`src/rtl/trail_ram_write_arbiter.sv`:
```
`timescale 1ns/1ps
// Sole owner of the trail RAM write port. A full-frame clear engine and two
// player block painters (BLOCK_W x BLOCK_H each) share the port.
module trail_ram_write_arbiter #(
  parameter int H_RES   = 640,
  parameter int V_RES   = 480,
  parameter int BLOCK_W = 8,
  parameter int BLOCK_H = 8,
  parameter int ADDR_W  = 19,
  parameter int DATA_W  = 8
) (
  input  logic              VGA_CLK,
  input  logic              reset,
  input  logic              clear_req,
  input  logic              p1_req,
  input  logic [9:0]        p1_x,
  input  logic [9:0]        p1_y,
  input  logic [DATA_W-1:0] p1_code,
  output logic              p1_ack,
  input  logic              p2_req,
  input  logic [9:0]        p2_x,
  input  logic [9:0]        p2_y,
  input  logic [DATA_W-1:0] p2_code,
  output logic              p2_ack,
  output logic              wr_en,
  output logic [ADDR_W-1:0] wr_addr,
  output logic [DATA_W-1:0] wr_data,
  output logic              busy,
  output logic              clear_done,
  output logic [1:0]        dbg_state_o
);
  // Handshake: pN_req is held with stable x/y/code until pN_ack; pN_ack is a
  // one-cycle pulse, during which a still-high pN_req is ignored.
  typedef enum logic [1:0] {S_CLEAR = 2'd0, S_IDLE = 2'd1, S_DRAW = 2'd2} state_t;

  localparam int                CW           = 8;
  localparam logic [ADDR_W-1:0] FRAME_PIXELS = ADDR_W'(H_RES * V_RES);
  localparam logic [ADDR_W-1:0] ROW_STEP     = ADDR_W'(H_RES - (BLOCK_W - 1));
  localparam logic [CW-1:0]     DX_LAST      = CW'(BLOCK_W - 1);
  localparam logic [CW-1:0]     DY_LAST      = CW'(BLOCK_H - 1);
  localparam logic [10:0]       H_LIM        = 11'(H_RES);
  localparam logic [10:0]       V_LIM        = 11'(V_RES);

  state_t            state_q, state_d;
  logic [ADDR_W-1:0] clr_cnt_q, clr_cnt_d;
  logic              last_p2_q, last_p2_d;
  logic              owner_p2_q, owner_p2_d;
  logic [10:0]       x0_q, x0_d;
  logic [10:0]       cx_q, cx_d;
  logic [10:0]       cy_q, cy_d;
  logic [CW-1:0]     dx_q, dx_d;
  logic [CW-1:0]     dy_q, dy_d;
  logic [DATA_W-1:0] code_q, code_d;
  logic              wr_en_q, wr_en_d;
  logic [ADDR_W-1:0] wr_addr_q, wr_addr_d;
  logic [DATA_W-1:0] wr_data_q, wr_data_d;
  logic              p1_ack_q, p1_ack_d;
  logic              p2_ack_q, p2_ack_d;
  logic              busy_q, busy_d;
  logic              clear_done_q, clear_done_d;

  logic              req1, req2, gnt1, gnt2;
  logic [9:0]        gx, gy;
  logic [DATA_W-1:0] gcode;
  logic [ADDR_W-1:0] gbase;

  always_comb begin
    req1  = p1_req && !p1_ack_q;
    req2  = p2_req && !p2_ack_q;
    gnt2  = req2 && (!req1 || !last_p2_q);
    gnt1  = req1 && !gnt2;
    gx    = gnt2 ? p2_x : p1_x;
    gy    = gnt2 ? p2_y : p1_y;
    gcode = gnt2 ? p2_code : p1_code;
    gbase = ADDR_W'(gy) * ADDR_W'(H_RES) + ADDR_W'(gx);
  end

  always_comb begin
    state_d      = state_q;
    clr_cnt_d    = clr_cnt_q;
    last_p2_d    = last_p2_q;
    owner_p2_d   = owner_p2_q;
    x0_d         = x0_q;
    cx_d         = cx_q;
    cy_d         = cy_q;
    dx_d         = dx_q;
    dy_d         = dy_q;
    code_d       = code_q;
    wr_en_d      = 1'b0;
    wr_addr_d    = wr_addr_q;
    wr_data_d    = wr_data_q;
    p1_ack_d     = 1'b0;
    p2_ack_d     = 1'b0;
    clear_done_d = 1'b0;

    // A clear request wins in every state and drops any block in flight.
    if (clear_req) begin
      state_d   = S_CLEAR;
      wr_en_d   = 1'b1;
      wr_addr_d = '0;
      wr_data_d = '0;
      clr_cnt_d = ADDR_W'(1);
    end else begin
      case (state_q)
        S_CLEAR: begin
          if (clr_cnt_q == FRAME_PIXELS) begin
            clear_done_d = 1'b1;
            state_d      = S_IDLE;
          end else begin
            wr_en_d   = 1'b1;
            wr_addr_d = clr_cnt_q;
            wr_data_d = '0;
            clr_cnt_d = clr_cnt_q + ADDR_W'(1);
          end
        end
        S_IDLE: begin
          if (gnt1 || gnt2) begin
            owner_p2_d = gnt2;
            last_p2_d  = gnt2;
            x0_d       = {1'b0, gx};
            cx_d       = {1'b0, gx};
            cy_d       = {1'b0, gy};
            dx_d       = '0;
            dy_d       = '0;
            code_d     = gcode;
            wr_addr_d  = gbase;
            wr_data_d  = gcode;
            wr_en_d    = ({1'b0, gx} < H_LIM) && ({1'b0, gy} < V_LIM);
            state_d    = S_DRAW;
          end
        end
        S_DRAW: begin
          if (dx_q == DX_LAST && dy_q == DY_LAST) begin
            p1_ack_d = !owner_p2_q;
            p2_ack_d = owner_p2_q;
            state_d  = S_IDLE;
          end else begin
            // The address walks every pixel, clipped or not, so it stays in step.
            if (dx_q == DX_LAST) begin
              dx_d      = '0;
              dy_d      = dy_q + CW'(1);
              cx_d      = x0_q;
              cy_d      = cy_q + 11'(1);
              wr_addr_d = wr_addr_q + ROW_STEP;
            end else begin
              dx_d      = dx_q + CW'(1);
              cx_d      = cx_q + 11'(1);
              wr_addr_d = wr_addr_q + ADDR_W'(1);
            end
            wr_en_d   = (cx_d < H_LIM) && (cy_d < V_LIM);
            wr_data_d = code_q;
          end
        end
        default: state_d = S_CLEAR;
      endcase
    end

    busy_d = (state_d != S_IDLE);
  end

  always_ff @(posedge VGA_CLK or posedge reset) begin
    if (reset) begin
      state_q      <= S_CLEAR;
      clr_cnt_q    <= '0;
      last_p2_q    <= 1'b1;
      owner_p2_q   <= 1'b0;
      x0_q         <= '0;
      cx_q         <= '0;
      cy_q         <= '0;
      dx_q         <= '0;
      dy_q         <= '0;
      code_q       <= '0;
      wr_en_q      <= 1'b0;
      wr_addr_q    <= '0;
      wr_data_q    <= '0;
      p1_ack_q     <= 1'b0;
      p2_ack_q     <= 1'b0;
      busy_q       <= 1'b1;
      clear_done_q <= 1'b0;
    end else begin
      state_q      <= state_d;
      clr_cnt_q    <= clr_cnt_d;
      last_p2_q    <= last_p2_d;
      owner_p2_q   <= owner_p2_d;
      x0_q         <= x0_d;
      cx_q         <= cx_d;
      cy_q         <= cy_d;
      dx_q         <= dx_d;
      dy_q         <= dy_d;
      code_q       <= code_d;
      wr_en_q      <= wr_en_d;
      wr_addr_q    <= wr_addr_d;
      wr_data_q    <= wr_data_d;
      p1_ack_q     <= p1_ack_d;
      p2_ack_q     <= p2_ack_d;
      busy_q       <= busy_d;
      clear_done_q <= clear_done_d;
    end
  end

  assign wr_en       = wr_en_q;
  assign wr_addr     = wr_addr_q;
  assign wr_data     = wr_data_q;
  assign p1_ack      = p1_ack_q;
  assign p2_ack      = p2_ack_q;
  assign busy        = busy_q;
  assign clear_done  = clear_done_q;
  assign dbg_state_o = state_q;

endmodule

```
`config.mk`:
```
export PLATFORM = sky130hd
export DESIGN_NAME = trail_ram_write_arbiter
export DESIGN_NICKNAME = d
export VERILOG_FILES = /design/src/rtl/trail_ram_write_arbiter.sv
export SDC_FILE = /design/constraint.sdc
export NUM_CORES = 1
export LEC_CHECK = 0
export ABC_AREA = 0
export BUFFER_PORTS_ARGS = -buffer_cell sky130_fd_sc_hd__buf_2
export CAP_MARGIN = 30
export CORE_UTILIZATION = 40
export CTS_BUF_LIST = sky130_fd_sc_hd__clkbuf_2 sky130_fd_sc_hd__clkbuf_4 sky130_fd_sc_hd__clkbuf_8
export DETAILED_ROUTE_END_ITERATION = 7
export PLACE_DENSITY = 0.62
export SETUP_SLACK_MARGIN = 0.1
export SLEW_MARGIN = 20
export SYNTH_ARGS = -nofsm -noshare
export SYNTH_HDL_FRONTEND = slang
export SYNTH_SLANG_ARGS = --single-unit
```
`constraint.sdc`:
```
create_clock -name VGA_CLK -period 5.5 [get_ports VGA_CLK]
set_clock_uncertainty 0.05 [all_clocks]
set_input_delay 0.55 -clock VGA_CLK [delete_from_list [all_inputs] [get_ports VGA_CLK]]
set_output_delay 0.55 -clock VGA_CLK [all_outputs]
set_load 0.03 [all_outputs]
```
==> metrics.md <==
| Metric | Value |
|---|---|
| CP endpoint kind | `flop` |
| Clock buffer depth | `2` |
| Routed WL | `21300 um` |
| Required @ worst endpoint | `5730 ps` |
| Startpoint types | `flop` |
| Routed WL per cell | `18.2 um` |
| I/O pin total | `95` |
| Worst Max-Slew Pin Slew | `826 ps` |
| Status | `complete, no violations` |
| CP cell instances | `nand2b_1 -> o21bai_4 -> mux2i_1 -> inv_1 -> ha_1 -> ha_1 -> fa_1 -> xor2_1 -> o211ai_1 -> nor4_1 -> nand4b_1 -> or2_2 -> a31oi_1 -> a221oi_2` |
| Syn Area/Cell | `8.73 um2` |
| Post-synth EDFFs | `0` |
| GR Overflow Total | `0` |
| Worst Hold Class | `input port to asynchronous set/reset pin` |
| Dpl cell area | `0.00819 mm2` |
| Final net count | `1024` |
| Synth async-reset ratio | `100%` |
| Synthesis-stage register bit count | `111` |
| Chip width | `139 um` |
| Yosys top cell by area | `dfrtp_1` |
| Fin. Hold Viols | `0` |
| Met1 Resource Use GR | `30.8%` |
| Critical Path AT | `4670 ps` |
| H-tree depth | `3` |
| Fmax | `225 MHz` |
| Setup CP Type | `flop to flop` |
| Crit-path max cell delay | `540 ps` |
| YS warnings | `0` |
| Power share of the clock group | `30.6%` |
| Layout cells sized above 1 | `18.9%` |
| Cell repeated most along the worst path | `ha_1` |
| 1st-iter DRT viols | `449` |
| Netlist Area Pre-Place | `0.00754 mm2` |
| Slowest CP cell | `o21bai_4` |
| Met2 GRT Util | `35.7%` |
| Port buffer count | `94` |
| VDD IR max | `0.104 mV` |
| RSZ-0062 raised after global routing | `no` |
| Drt pass-1 iters | `5` |
| Vias | `6842` |
| P_sw | `542 uW` |
| Clk_lat worst skew | `400 ps` |
| Dominant cells by area after synthesis | `dfrtp_1, o21ai_0, ha_1` |
| CTS resizes | `0` |
| Largest net degree at the start of global routing | `65` |
| Via/cell ratio | `5.86` |
| Sequential fraction of the synthesis area | `36.9%` |
| Synth top area share | `36.2%` |
| Sw Share | `30.5%` |
| Max-cap viol count | `0` |
| Number of global-route vias before repair | `6373` |
| Drt drc | `0` |
| Pwr dens | `211 mW/mm2` |
| Clk sinks | `111` |
| Combinational share of power | `19.4%` |
| Leakage | `0.00372 uW` |
| Postcts setup bufs | `0` |
| Final worst slack | `1070 ps` |
| ANT nets after route | `0` |
| Die area | `0.0194 mm2` |
| Gr usage total | `22.4%` |
| First-pass GRT wire length | `34400 um` |
| Chip Height | `139 um` |
| Register clock-pin slew on the reported worst setup and hold paths | `110 ps` |
| Seq pwr share | `50.1%` |
| Crit path time final | `4430 ps` |
| CTS tree | `yes` |
| Hold Buf Count CTS | `0` |
| Final TNS setup | `0 ps` |
| Final slew viol count | `0` |
| Most used routing layer | `met2` |
| Finished Cell Area | `0.00843 mm2` |
| Fill cell count | `1794` |
| Worst-path fanout max | `16` |
| Setup slack at placement | `931 ps` |
| Syn-to-layout area delta | `11.8%` |
| M3 GR Usage | `4.09%` |
| CTS buffer count | `9` |
| GP Congestion | `0.926` |
| # diodes | `0` |
| Core Area | `0.0182 mm2` |
| Internal power | `1240 uW` |
| Final period utilization | `80.6%` |
| Cell Rows | `49` |
| Netlist cell types | `80` |
| Placed wire-length estimate | `14900 um` |
| Root Driver | `clkbuf_8` |
| Starting Density | `41.4%` |
| Slew headroom | `44.9%` |
| Antenna violations before repair | `0` |
| Synth Net Count | `955` |
| # setup viols final | `0` |
| Gate Count Post-Synth | `864` |
| Top_reg_cell synth | `dfrtp_1` |
metal layers:
layer	routed length [um]	share of wire [%]	up-vias
met4	474	2.2	0
met3	1060	5.0	28
met1	10300	48	3345
met5	0	0	-
met2	9500	45	185
li1	-	-	3284
cell type report:
type	count	area [um2]	area share (%)
Timing Repair Buffer	106	581	6.89
Multi-Input combinational cell	678	4460	52.9
Tap cell	229	287	3.40
Inverter	27	109	1.29
Sequential cell	111	2780	33.0
Clock inverter	4	52.6	0.623
Clock buffer	12	159	1.89
critical path: cells and delay by family, from the launching register on:
kind	cells	cell delay, ps
simple gates	4	1190
compound gates	4	970
fa+ha+maj	3	840
mux	1	460
flops	1	390
xor+xnor	1	330
buf+inv	1	90
registers in the layout (all words and copies together) (netlist names), 2 cells and up:
signal,cells
wr_data,8
dbg_state_o,2
wr_addr,19
clr_cnt_q,19
code_q,8
cx_q,11
cy_q,11
dy_q,8
x0_q,10
dx_q,8
cells by family (layout without fill, tap and decap cells):
group | after synthesis | after routing | synth area share (%)
compound gates | 232 | 232 | 20.1
xor+xnor | 57 | 57 | 6.62
fa+ha+maj | 30 | 30 | 5.18
buf+inv | 75 | 149 | 4.13
flops | 111 | 111 | 36.9
mux | 44 | 44 | 6.34
simple gates | 315 | 315 | 20.7
synth_stat cells (all sizes together), types with 9 or more instances:
master / n
xnor2: 29
mux2i: 14
nand4: 12
mux2: 30
inv: 27
nand2: 85
o21ai: 86
a21oi: 45
nor2: 69
a22o: 10
ha: 28
a211oi: 9
a31oi: 9
xor2: 28
dfrtp: 109
nand3: 54
buf: 19
o211ai: 11
nor4: 12
nor3: 24
and3: 15
clkbuf: 29
through the flow:
stage | instances | hold WS [ps] | power (uW) | utilization [%]
2_1_floorplan | 864 | 376 | 1140 | -
3_3_place_gp | 1150 | 391 | 1240 | 45.0
3_5_place_dp | 1150 | 400 | 1250 | 45.0
4_1_cts | 1166 | 280 | 1790 | 46.1
5_1_grt | 1167 | 311 | 1870 | 46.3
6_report | 1167 | 257 | 1780 | 46.3
cells in the final DEF, fill, tap and decap left out, types with 10 or more instances in the layout:
master / instances
buf_4: 11
xnor2_1: 29
nand3_1: 53
buf_2: 94
mux2i_1: 14
o211ai_1: 11
nor4_1: 11
nand2_1: 83
a21oi_1: 45
a22o_1: 10
o21ai_0: 78
inv_1: 25
nand4_1: 12
mux2_2: 30
ha_1: 27
clkbuf_8: 11
and3_1: 15
dfrtp_1: 109
nor3_1: 22
xor2_1: 28
nor2_1: 69
final timing paths:
| check | start | endpoint | slack, ps | cells past startpoint |
|---|---|---|---|---|
| worst max-delay path | p1_ack | wr_addr[17] | 1070 | 14 |
| worst max register to register | p1_ack | wr_addr[17] | 1070 | 14 |
| max in group asynchronous | reset | cx_q[0] | 3970 | 3 |
| worst min register to register | owner_p2_q | p1_ack | 410 | 1 |
| min in group VGA_CLK | owner_p2_q | p1_ack | 410 | 1 |
| worst min-delay path | reset | wr_data[6] | 260 | 2 |
power by group through the flow:
| stage | Sequential [uW] | Combinational, uW | Clock (uW) |
|---|---|---|---|
| 6_report | 891 | 345 | 544 |
| 5_1_grt | 897 | 384 | 586 |
| 4_1_cts | 890 | 346 | 552 |
| 3_5_place_dp | 905 | 344 | 0 |
| 3_3_place_gp | 904 | 340 | 0 |
| 2_1_floorplan | 897 | 247 | 0 |
(Power assumes the default switching activity.)
